`config.mk`:
```
export PLATFORM = sky130hd
export DESIGN_NAME = signal_monitor
export DESIGN_NICKNAME = d
export VERILOG_FILES = /design/src/rtl/signal_monitor.sv
export SDC_FILE = /design/constraint.sdc
export NUM_CORES = 1
export LEC_CHECK = 0
export ABC_AREA = 1
export CAP_MARGIN = 10
export CORE_MARGIN = 4
export CORE_UTILIZATION = 39
export CTS_BUF_LIST = sky130_fd_sc_hd__clkbuf_8 sky130_fd_sc_hd__clkbuf_16
export CTS_CLUSTER_SIZE = 12
export DETAILED_ROUTE_END_ITERATION = 10
export GPL_TIMING_DRIVEN = 0
export PLACE_DENSITY = 0.74
export SYNTH_ARGS = -nofsm -noshare
export SYNTH_HDL_FRONTEND = slang
export SYNTH_SLANG_ARGS = --single-unit
```
`constraint.sdc`:
```
create_clock -name clock -period 1.8 [get_ports clock]
set_input_delay 0.27 -clock clock [delete_from_list [all_inputs] [get_ports clock]]
set_output_delay 0.27 -clock clock [all_outputs]
set_load 0.02 [all_outputs]
```
`src/rtl/signal_monitor.sv`:
```
// signal_monitor: measures rise-to-rise period and high time of an asynchronous square wave and tracks frequency lock.
// Define SIGNAL_MONITOR_DUTY_EN to add high-time measurement and duty-cycle checking.
module signal_monitor #(
  parameter int NOMINAL    = 4096,
  parameter int TOL        = 8,
  parameter int LOCK_COUNT = 4
) (
  input  logic        clock,
  input  logic        i_reset_n,
  input  logic        i_signal,
  input  logic        i_clear,
  output logic [12:0] o_period,
  output logic [12:0] o_high,
  output logic        o_valid,
  output logic        o_locked,
  output logic        o_err_period,
  output logic        o_err_duty,
  output logic        o_timeout
);
  localparam logic [1:0] IDLE    = 2'd0;
  localparam logic [1:0] MEASURE = 2'd1;
  localparam logic [1:0] TRACK   = 2'd2;
  localparam logic [1:0] TIMEOUT = 2'd3;
  localparam int LW = $clog2(LOCK_COUNT + 1);
  localparam logic [12:0]   SAT  = 13'h1fff;
  localparam logic [13:0]   NOM  = 14'(NOMINAL);
  localparam logic [13:0]   TOLW = 14'(TOL);
  localparam logic [LW-1:0] LMAX = LW'(LOCK_COUNT);
  logic          s1_q, s2_q, hist_q;
  logic [1:0]    rdy_q, rdy_d;
  logic          armed_q, armed_d;
  logic [1:0]    state_q, state_d;
  logic [12:0]   per_cnt_q, per_cnt_d;
  logic [12:0]   period_q, period_d;
  logic          upd_q, upd_d;
  logic          valid_q, valid_d;
  logic [LW-1:0] lock_q, lock_d;
  logic          errp_q, errp_d;
  logic          timeout_q, timeout_d;
  logic          rise, active, capture, per_bad, duty_bad;
  logic [13:0]   pdiff;
  // A rise only counts once the synchronizer has shown a genuine low after reset,
  // so a wave that is already high at reset release cannot start a partial period.
  assign rise    = s2_q & ~hist_q & armed_q;
  assign active  = (state_q == MEASURE) || (state_q == TRACK);
  assign capture = rise & active;
  always_comb begin
    rdy_d     = {rdy_q[0], 1'b1};
    armed_d   = armed_q | (rdy_q[1] & ~s2_q);
    per_cnt_d = rise ? 13'd1 : (per_cnt_q == SAT) ? per_cnt_q : per_cnt_q + 13'd1;
    state_d   = rise ? (active ? TRACK : MEASURE) :
                (active && per_cnt_q == SAT) ? TIMEOUT : state_q;
    timeout_d = state_d == TIMEOUT;
    period_d  = capture ? per_cnt_q : period_q;
    upd_d     = capture;
    valid_d   = upd_q;
    pdiff     = ({1'b0, period_q} >= NOM) ? {1'b0, period_q} - NOM : NOM - {1'b0, period_q};
    per_bad   = pdiff > TOLW;
    lock_d    = (state_d == TIMEOUT) ? '0 :
                !upd_q ? lock_q :
                (per_bad || duty_bad) ? '0 :
                (lock_q == LMAX) ? lock_q : lock_q + LW'(1);
    errp_d    = (upd_q && per_bad) || (errp_q && !i_clear);
  end
  always_ff @(posedge clock or negedge i_reset_n) begin
    if (!i_reset_n) begin
      s1_q      <= 1'b0;
      s2_q      <= 1'b0;
      hist_q    <= 1'b0;
      rdy_q     <= '0;
      armed_q   <= 1'b0;
      state_q   <= IDLE;
      per_cnt_q <= '0;
      period_q  <= '0;
      upd_q     <= 1'b0;
      valid_q   <= 1'b0;
      lock_q    <= '0;
      errp_q    <= 1'b0;
      timeout_q <= 1'b0;
    end else begin
      s1_q      <= i_signal;
      s2_q      <= s1_q;
      hist_q    <= s2_q;
      rdy_q     <= rdy_d;
      armed_q   <= armed_d;
      state_q   <= state_d;
      per_cnt_q <= per_cnt_d;
      period_q  <= period_d;
      upd_q     <= upd_d;
      valid_q   <= valid_d;
      lock_q    <= lock_d;
      errp_q    <= errp_d;
      timeout_q <= timeout_d;
    end
  end
`ifdef SIGNAL_MONITOR_DUTY_EN
  logic        fall;
  logic [12:0] high_cnt_q, high_cnt_d, high_lat_q, high_lat_d, high_q, high_d;
  logic        errd_q, errd_d;
  logic [14:0] h2, p15, ddiff;
  assign fall = ~s2_q & hist_q;
  always_comb begin
    high_cnt_d = rise ? 13'd1 : (s2_q && high_cnt_q != SAT) ? high_cnt_q + 13'd1 : high_cnt_q;
    high_lat_d = (fall && active) ? high_cnt_q : high_lat_q;
    high_d     = capture ? high_lat_q : high_q;
    h2         = {1'b0, high_q, 1'b0};
    p15        = {2'b00, period_q};
    ddiff      = (h2 >= p15) ? h2 - p15 : p15 - h2;
    duty_bad   = ddiff > 15'(2 * TOL);
    errd_d     = (upd_q && duty_bad) || (errd_q && !i_clear);
  end
  always_ff @(posedge clock or negedge i_reset_n) begin
    if (!i_reset_n) begin
      high_cnt_q <= '0;
      high_lat_q <= '0;
      high_q     <= '0;
      errd_q     <= 1'b0;
    end else begin
      high_cnt_q <= high_cnt_d;
      high_lat_q <= high_lat_d;
      high_q     <= high_d;
      errd_q     <= errd_d;
    end
  end
  assign o_high     = high_q;
  assign o_err_duty = errd_q;
`else
  assign duty_bad   = 1'b0;
  assign o_high     = '0;
  assign o_err_duty = 1'b0;
`endif
  assign o_period     = period_q;
  assign o_valid      = valid_q;
  assign o_locked     = lock_q == LMAX;
  assign o_err_period = errp_q;
  assign o_timeout    = timeout_q;
endmodule

```
# --- Word-level counts from Yosys, hierarchy flattened ---
# Index checks and enable logic that the tools add are counted.
op_classes:
  addsub: 4
  magnitude_cmp: 2
  n_eq_ne: 7
  n_mux: 10
  bitwise_logic: 7
  n_reduce_logical: 8
op_table:
  columns: ["operator", "n"]
  rows:
  - ["2-to-1 mux 13 bit", 2]
  - ["greater-than comparator 14 x 4 -> 1 bit (second input constant)", 1]
  - ["2-to-1 mux 14 bit", 1]
  - ["subtractor 13 x 13 -> 14 bit (first input constant)", 1]
  - ["subtractor 13 x 13 -> 14 bit (second input constant)", 1]
  - ["adder 13 x 1 -> 13 bit (second input constant)", 1]
  - ["== test 13 bit (second input constant)", 1]
  - ["greater-or-equal comparator 13 bit (second input constant)", 1]
  - ["2-to-1 mux 3 bit", 4]
  - ["2-to-1 mux 2 bit", 3]
  - ["AND 1 bit", 4]
  - ["== test 2 bit (second input constant)", 2]
  - ["adder 3 x 1 -> 3 bit (second input constant)", 1]
  - ["== test 3 bit (second input constant)", 1]
  - ["logical AND 1 bit", 3]
  - ["!= test 3 x 1 -> 1 bit (second input constant)", 1]
  - ["== test 2 x 1 -> 1 bit (second input constant)", 1]
  - ["logical OR 1 bit", 2]
  - ["!= test 2 bit (second input constant)", 1]
  - ["inverter 1 bit", 2]
  - ["AND reduction 2 bit", 1]
  - ["nonzero test 2 bit", 1]
  - ["logical NOT 1 bit", 1]
  - ["bitwise OR 1 bit", 1]
word_totals:
  register_bits: 41
  in_bits: 4
  out_inout_bits: 31
  wordCells: 51

# --- Logic depth before layout (Yosys ltp) ---
# Gate-level depths: netlist (run 1).
logic_depth:
  ltp_word: 8
  depth_mapped: 10
  depth_no_buf: 10

# --- Least setup slack after synthesis (run 1) ---
# OpenSTA, ideal clock, no wires.
synth_timing:
  kind: "flip-flop to flip-flop"
  start: "register per_cnt_q[0]"
  end: "register lock_q[2]"
  setup_time_ns: 0.118
  arrival_time_ns: 1.298
  required_time_ns: 1.682
  setup_slack_ns: 0.384
  path_stages_with_launch: 11
  n_path_buf: 0
  synth_period_minus_slack_ns: 1.416
  cell_sequence: "dfrtp_1 > ha_1 > inv_1 > nor2_4 > nand2_4 > nor2_8 > nand3_2 > nand2_1 > nand3_4 > nand4_1 > nand2_1"
synth_via:
  elab_chain_len: 7
  elab_cells_between_ends: 9
  classes_between: "eq/ne (3); mux (3); reduce/logical (3)"
synth_lines:
  columns: ["item", "line", "text"]
  rows:
  - ["from (decl)", "33", "logic [12:0] per_cnt_q, per_cnt_d;"]
  - ["from (signal assigned)", "87", "per_cnt_q <= per_cnt_d;"]
  - ["== test 13 bit (*)", "52", "(active && per_cnt_q == SAT) ? TIMEOUT : state_q;"]
  - ["logical AND 1 bit (*)", "52", null]
  - ["2-to-1 mux 2 bit (*)", "52", null]
  - ["2-to-1 mux 2 bit (*)", "51", "state_d = rise ? (active ? TRACK : MEASURE) :"]
  - ["== test 2 bit (*)", "59", "lock_d = (state_d == TIMEOUT) ? '0 :"]
  - ["!= test 3 x 1 -> 1 bit (no source line) or nonzero test 2 bit (tied branches)", null, null]
  - ["AND reduction 2 bit (no source line)", null, null]
  - ["to (signal assigned)", "91", "lock_q <= lock_d;"]
  - ["to (decl)", "37", "logic [LW-1:0] lock_q, lock_d;"]
# Every way passes the cells marked *; elsewhere a longest branch is shown, timed or not.
# A chain may end at the register's enable or synchronous reset.

# --- Final worst setup path (run 1) ---
layout_timing:
  start: "register lock_q[0]"
  end: "output o_locked"
layout_via:
  elab_chain_len: 1
layout_lines:
  columns: ["item", "line", "text"]
  rows:
  - ["== test 3 bit", "134", "assign o_locked = lock_q == LMAX;"]
  - ["to (decl)", "15", "output logic o_locked,"]
# Every way passes these cells.

==> key figures, run 1 <==
Status
  – Outcome: finished, final reports clean

Floorplan
  – Row count: 26
  – # IOs: 35
  – Core box area: 0.00511 mm2
  – Die width: about 81 um
  – Die area: 0.00649 mm2
  – Die Ht: 80.5 um
  – Initial core utilization: 40.2%

Critical path
  – R2R setup slack: 180 ps
  – Kind of critical path: reg -> out
  – Worst setup SP type: register
  – R2R depth: 9
  – Worst R2R Start: per_cnt_q[0]
  – CP Max Fanout: 3
  – FF-to-FF End: per_cnt_q[11]
  – Critical Path AT: around 1400 ps
  – Crit end category: output pin
  – Worst path required time: 1530 ps

CTS
  – CTS Buffer Depth: 2
  – CTS tree: built
  – TritonCTS Buffers: 5
  – Clock transition at path regs: 70 ps
  – Root buf cell: clkbuf_8
  – CTS Hold Bufs: 0
  – Worst-skew pair later-pin latency: 290 ps
  – H-tree depth: 2
  – Clk sinks: 41

Global routing
  – Global-route wire length before repair: between 6000 and 7000 um
  – GR Overflow Total: 0
  – Number of global-route vias before repair: 1461
  – Total GRT Usage: 13.2%
  – Grt met3 use: 4.37%
  – GRT Max-Usage Layer: met2
  – GR Util met2: 22.1%
  – Met1 Resource Use GR: 15.7%
  – Initial antenna violation count: 0
  – Largest net degree at the start of global routing: 42

Synthesis
  – Avg Inst Size Synth: 8.59 um2
  – Ys Warns: 0
  – Post-synthesis simple-gate area fraction: 26.8%
  – EDFF count, synth: 0
  – Gate Count Post-Synth: 239
  – Compound-Gate Fraction of Synth Area: 7.68%
  – Sequential cell area fraction in the yosys report: between 50% and 60%
  – Main combinational cell family by area after synthesis: simple AND/OR/NAND/NOR gates
  – Post-synth cell types: 31
  – Number of synthesized register bits: 41
  – Synth Area in XOR/XNOR: 1.28%
  – Synth async-reset ratio: 100%
  – Multiplexer area fraction after synthesis: 0%
  – Syn Std Cell Area: 0.00205 mm2
  – Prevailing post-synth register cell: dfrtp_1
  – Post-Synth Adder-Cell Area: about 1.8%

Routing
  – First-pass DRT Iterations: 4
  – Via count: 1556
  – Iteration-0 DRC Markers: 77
  – Vias per cell: roughly 4.5
  – Post-route ant nets: 0
  – DRC: 0
  – DR WL/cell: 10.9 um
  – Drt total wl: between 3000 and 4000 um

Pwr
  – Pwr dens: 1110 mW/mm2
  – Worst VDD drop: 483 uV
  – Total Power: 2.75 mW
  – Leak: 1.28 nW

Timing
  – # setup viols final: 0
  – Hold Fails Final Rpt: 0
  – Least-Margin Pin Slew: 857 ps
  – Fin crit share: 89.9%
  – Final hold slack: around 83 ps
  – Final worst setup slack: 181 ps
  – Max-slew violations: 0
  – Max frequency: 618 MHz
  – Sum Neg Setup Slack: 0 ps
  – RSZ-0062 raised after global routing: false
  – Worst rel slew slack: between 40% and 50%
  – Min Tclk post-route: 1620 ps
  – Clock Skew: 5.07 ps

Place
  – Setup WS pre-CTS: ~210 ps
  – Post-DP HPWL: roughly 2900 um
  – Port-buffer cells: 20
  – Placed instance area: between 0.002 and 0.0025 mm2
  – Placer Congestion: roughly 0.77
  – Placed cell count: 342

Finish
  – Layout cells sized above 1: 15.1%
  – Area occupied by multi-input gates: ~830 um2
  – P&R area growth vs syn: 21.2%
  – Final Core Density: 48.7%
  – NumNets Final: 286
  – Design area: between 0.002 and 0.0025 mm2
  – Antenna diodes: 0
  – Non-filler cells, final: 349
  – Register area: 0.00103 mm2
  – Fill count: ~500

Flow run
  – Max_cap viols: 0

Worst hold path
  – Hold crit path type: in -> async
==> per-layer routing <==
| layer | wire length (um) | share of wire [%] |
|---|---|---|
| met1 | 1670 | 44 |
| met2 | 1840 | 49 |
| met3 | 235 | 6.2 |
| met4 | 45 | 1.2 |
| met5 | 0 | 0 |
==> cells in the final DEF (no fill, tap or decap), types with 4 or more instances in the layout <==
cell	synthesis	layout
nand2_2	4	4
nor2_1	21	21
buf_2	3	4
clkbuf_8	0	5
inv_1	33	33
buf_4	14	14
o21ai_0	17	17
clkdlybuf4s50_1	0	18
nand4_1	8	8
nand3_1	9	9
nand2_1	51	51
dfrtp_1	41	41
conb_1	2	15
nor3_1	6	6
==> flip-flops by register name, indices dropped and copies added (netlist names) <==
name,count
per_cnt_q,13
o_period,13
rdy_q,2
hist_q,1
state_q,2
s2_q,1
lock_q,3
s1_q,1
o_err_period,1
armed_q,1
o_timeout,1
o_valid,1
upd_q,1
==> logic make-up (layout without fill, tap and decap cells) <==
family / count (synthesis) / count (layout)
AND/OR/NAND/NOR: 111 / 111
buffers and inverters: 51 / 78
flip-flops: 41 / 41
AO/OA/AOI/OAI: 28 / 28
adder cells (fa/ha/maj): 3 / 3
XOR/XNOR: 3 / 3
other: 2 / 15
==> critical path, cell delays in order, from the launching register on <==
cell and delay, ps:
dfrtp_1 400, inv_1 90, ha_1 140, nand2_1 60, inv_1 50, dlygate4sd2_1 320
==> synth_stat cells (4+ instances only) <==
cell type | number | area, um2
o21ai_0 | 17 | 85.1
dfrtp_1 | 41 | 1030
nand4_1 | 8 | 50.1
buf_4 | 14 | 105
nand3_1 | 9 | 45.0
inv_1 | 33 | 124
nand2_1 | 51 | 191
nor3_1 | 6 | 30.0
nand2_2 | 4 | 25.0
nor2_1 | 21 | 78.8
==> worst max path at each step <==
stage	startpoint	to	slack, ps	depth (start not counted)
2_1_floorplan	per_cnt_q[0]	lock_q[2]	380	10
3_3_place_gp	i_reset_n	per_cnt_q[1]	-520	1
3_5_place_dp	per_cnt_q[0]	per_cnt_q[11]	210	9
4_1_cts	lock_q[0]	o_locked	160	5
5_1_grt	per_cnt_q[0]	per_cnt_q[0]	40	8
6_report	lock_q[0]	o_locked	180	5
==> final cells by class <==
class                   instances  share of cell area (%)
plain buffers                  17                    4.83
multi-input cells             160                    33.3
clock inverters                 2                    1.41
flip-flops and latches         41                    41.3
repair buffers                 20                    7.80
well taps                      70                    3.52
inverters                      34                    5.13
clock buffers                   5                    2.77
==> timing repair <==
action,4_1_cts,5_1_grt
setup buffers,0,0
gates resized for setup,1,0
endpoints found under the setup margin,1,0
==> where the power goes <==
group	total, mW	switching, mW	internal (mW)
clock	0.698	0.295	0.403
combinational	0.834	0.505	0.330
sequential	1.22	0.137	1.08
(Power assumes the default switching activity.)
==> run 2, diff against run 1 <==
--- a/config.mk
+++ b/config.mk
@@ -17,3 +17,4 @@
 export SYNTH_ARGS = -nofsm -noshare
 export SYNTH_HDL_FRONTEND = slang
 export SYNTH_SLANG_ARGS = --single-unit
+export TNS_END_PERCENT = 10
==> results of run 2 <==
Final layout, timing and power as in run 1 (identical DEF).
==> run 3, diff against run 2 <==
--- a/config.mk
+++ b/config.mk
@@ -14,6 +14,7 @@
 export DETAILED_ROUTE_END_ITERATION = 10
 export GPL_TIMING_DRIVEN = 0
 export PLACE_DENSITY = 0.74
+export SLEW_MARGIN = 10
 export SYNTH_ARGS = -nofsm -noshare
 export SYNTH_HDL_FRONTEND = slang
 export SYNTH_SLANG_ARGS = --single-unit
==> key figures, run 3 (same netlist as run 1, synthesis figures left out) <==
Status
  – Outcome: finished, final reports clean

Pwr
  – Logic pwr share: 29.9%
  – Int Power: 1.86 mW
  – Clock power share: 27.1%
  – Leak: 1.30 nW
  – Net Sw Power: 0.961 mW
  – Worst VDD drop: 392 uV
  – Sequential power share: 43.0%
  – Switching share of power: 34.0%
  – Pwr dens: ~1100 mW/mm2

Place
  – Setup WS pre-CTS: 209 ps
  – Post-DP HPWL: 3050 um
  – Port-buffer cells: 20
  – Placed cell count: roughly 340
  – Placer Congestion: about 0.77

Critical path
  – CP Max Fanout: 3
  – Kind of critical path: reg -> out
  – Worst setup SP type: register
  – Critical Path AT: 1350 ps
  – Crit end category: output pin
  – Worst path required time: 1530 ps

Worst hold path
  – Hold crit path type: reg -> reg

CTS
  – Worst-skew pair later-pin latency: 290 ps
  – H-tree depth: 2
  – Clock transition at path regs: 80 ps
  – Clk sinks: 41
  – Root buf cell: clkbuf_8
  – TritonCTS Buffers: 5
  – CTS Buffer Depth: 2
  – CTS tree: built

Timing
  – Final worst setup slack: 175 ps
  – Max-slew violations: 0
  – Sum Neg Setup Slack: 0 ps
  – # setup viols final: 0
  – Final hold slack: 356 ps
  – Clock Skew: between 4 and 5 ps
  – Max frequency: 616 MHz
  – Fin crit share: 90.3%
  – Min Tclk post-route: 1620 ps
  – RSZ-0062 raised after global routing: false
  – Hold Fails Final Rpt: 0

Global routing
  – Number of global-route vias before repair: 1463
  – Total GRT Usage: 13.0%
  – Largest net degree at the start of global routing: 24
  – Initial antenna violation count: 0
  – GR Overflow Total: 0
  – Global-route wire length before repair: 6570 um

Routing
  – DR top layer: met4
  – DR WL/cell: 11.0 um
  – Met1 WL: 1690 um
  – Met2 routed WL: roughly 1900 um
  – Iteration-0 DRC Markers: 65
  – First-pass DRT Iterations: 4
  – Post-route ant nets: 0
  – Vias per cell: 4.53
  – Drt total wl: 3880 um
  – DRC: 0
  – Met3 routed WL: roughly 230 um
  – Via count: 1595

Floorplan
  – Initial core utilization: around two fifths
  – Die Ht: 80.5 um
  – Core box area: 0.00511 mm2
  – Die area: 0.00649 mm2
  – Die width: 80.5 um
  – Row count: 26
  – # IOs: 35

Finish
  – NumNets Final: roughly 290
  – P&R area growth vs syn: 23.8%
  – Fill count: 485
  – Commonest cells after routing, fill and taps aside: 51 x nand2_1, 41 x dfrtp_1, 33 x inv_1
  – Antenna diodes: 0
  – Most common cell after layout, fill and taps aside: nand2_1
  – Non-filler cells, final: ~350
  – Layout cells sized above 1: 15.6%

Flow run
  – Max_cap viols: 0
run 3: critical path: stages, from the launching register on:
cell and delay, ps:
dfrtp_1 410, inv_1 90, ha_1 140, nand2_1 60, inv_1 50, dlygate4sd2_1 320
run 3: metal layers:
metal / global-route usage [%] / up-vias
met5: 0 / -
met1: 15.8 / 730
met4: 3.55 / 0
li1: - / 814
met2: 22.2 / 43
met3: 4.15 / 8
run 3: timing repair:
action                                 CTS  global route
hold buffers                             1             0
endpoints found under the hold margin   18             0
resized for setup                        1             0
buffers inserted                         0             0
setup endpoints to repair                1             0
run 3: power groups by stage:
stage                     clock [mW]  combinational, mW  sequential, mW
final                          0.765              0.846            1.21
after global routing           0.821              0.945            1.24
after CTS                      0.784              0.853            1.22
after detailed placement           0              0.847            1.23
after global placement             0              0.826            1.22
after floorplan                    0              0.483            1.29
run 3: layout make-up:
| class | instances | area, um2 | share of cell area (%) |
|---|---|---|---|
| Sequential cell | 41 | 1030 | 40.4 |
| Multi-Input combinational cell | 160 | 827 | 32.6 |
| Timing Repair Buffer | 22 | 231 | 9.11 |
| Inverter | 34 | 128 | 5.02 |
| Buffer | 17 | 120 | 4.73 |
| Tap cell | 70 | 87.6 | 3.45 |
| Clock buffer | 6 | 82.6 | 3.25 |
| Clock inverter | 2 | 37.5 | 1.48 |
run 3: worst paths after layout:
check / to / cells after the start / slack [ps] / start
worst min register to register: s2_q / 0 / 360 / s1_q
max in group asynchronous: per_cnt_q[8] / 3 / 880 / i_reset_n
min in group asynchronous: lock_q[0] / 2 / 450 / i_reset_n
worst max-delay path: o_locked / 5 / 180 / lock_q[0]
worst min-delay path: s2_q / 0 / 360 / s1_q
worst max register to register: per_cnt_q[11] / 9 / 200 / per_cnt_q[0]
run 3: through the flow:
step | total power [mW] | cell area [um2] | utilization, %
after global routing | 3.00 | 2540 | 49.7
after floorplan | 1.78 | 2100 | -
after detailed placement | 2.08 | 2410 | 47.2
final | 2.83 | 2540 | 49.7
after CTS | 2.85 | 2540 | 49.7
after global placement | 2.05 | 2390 | 46.8
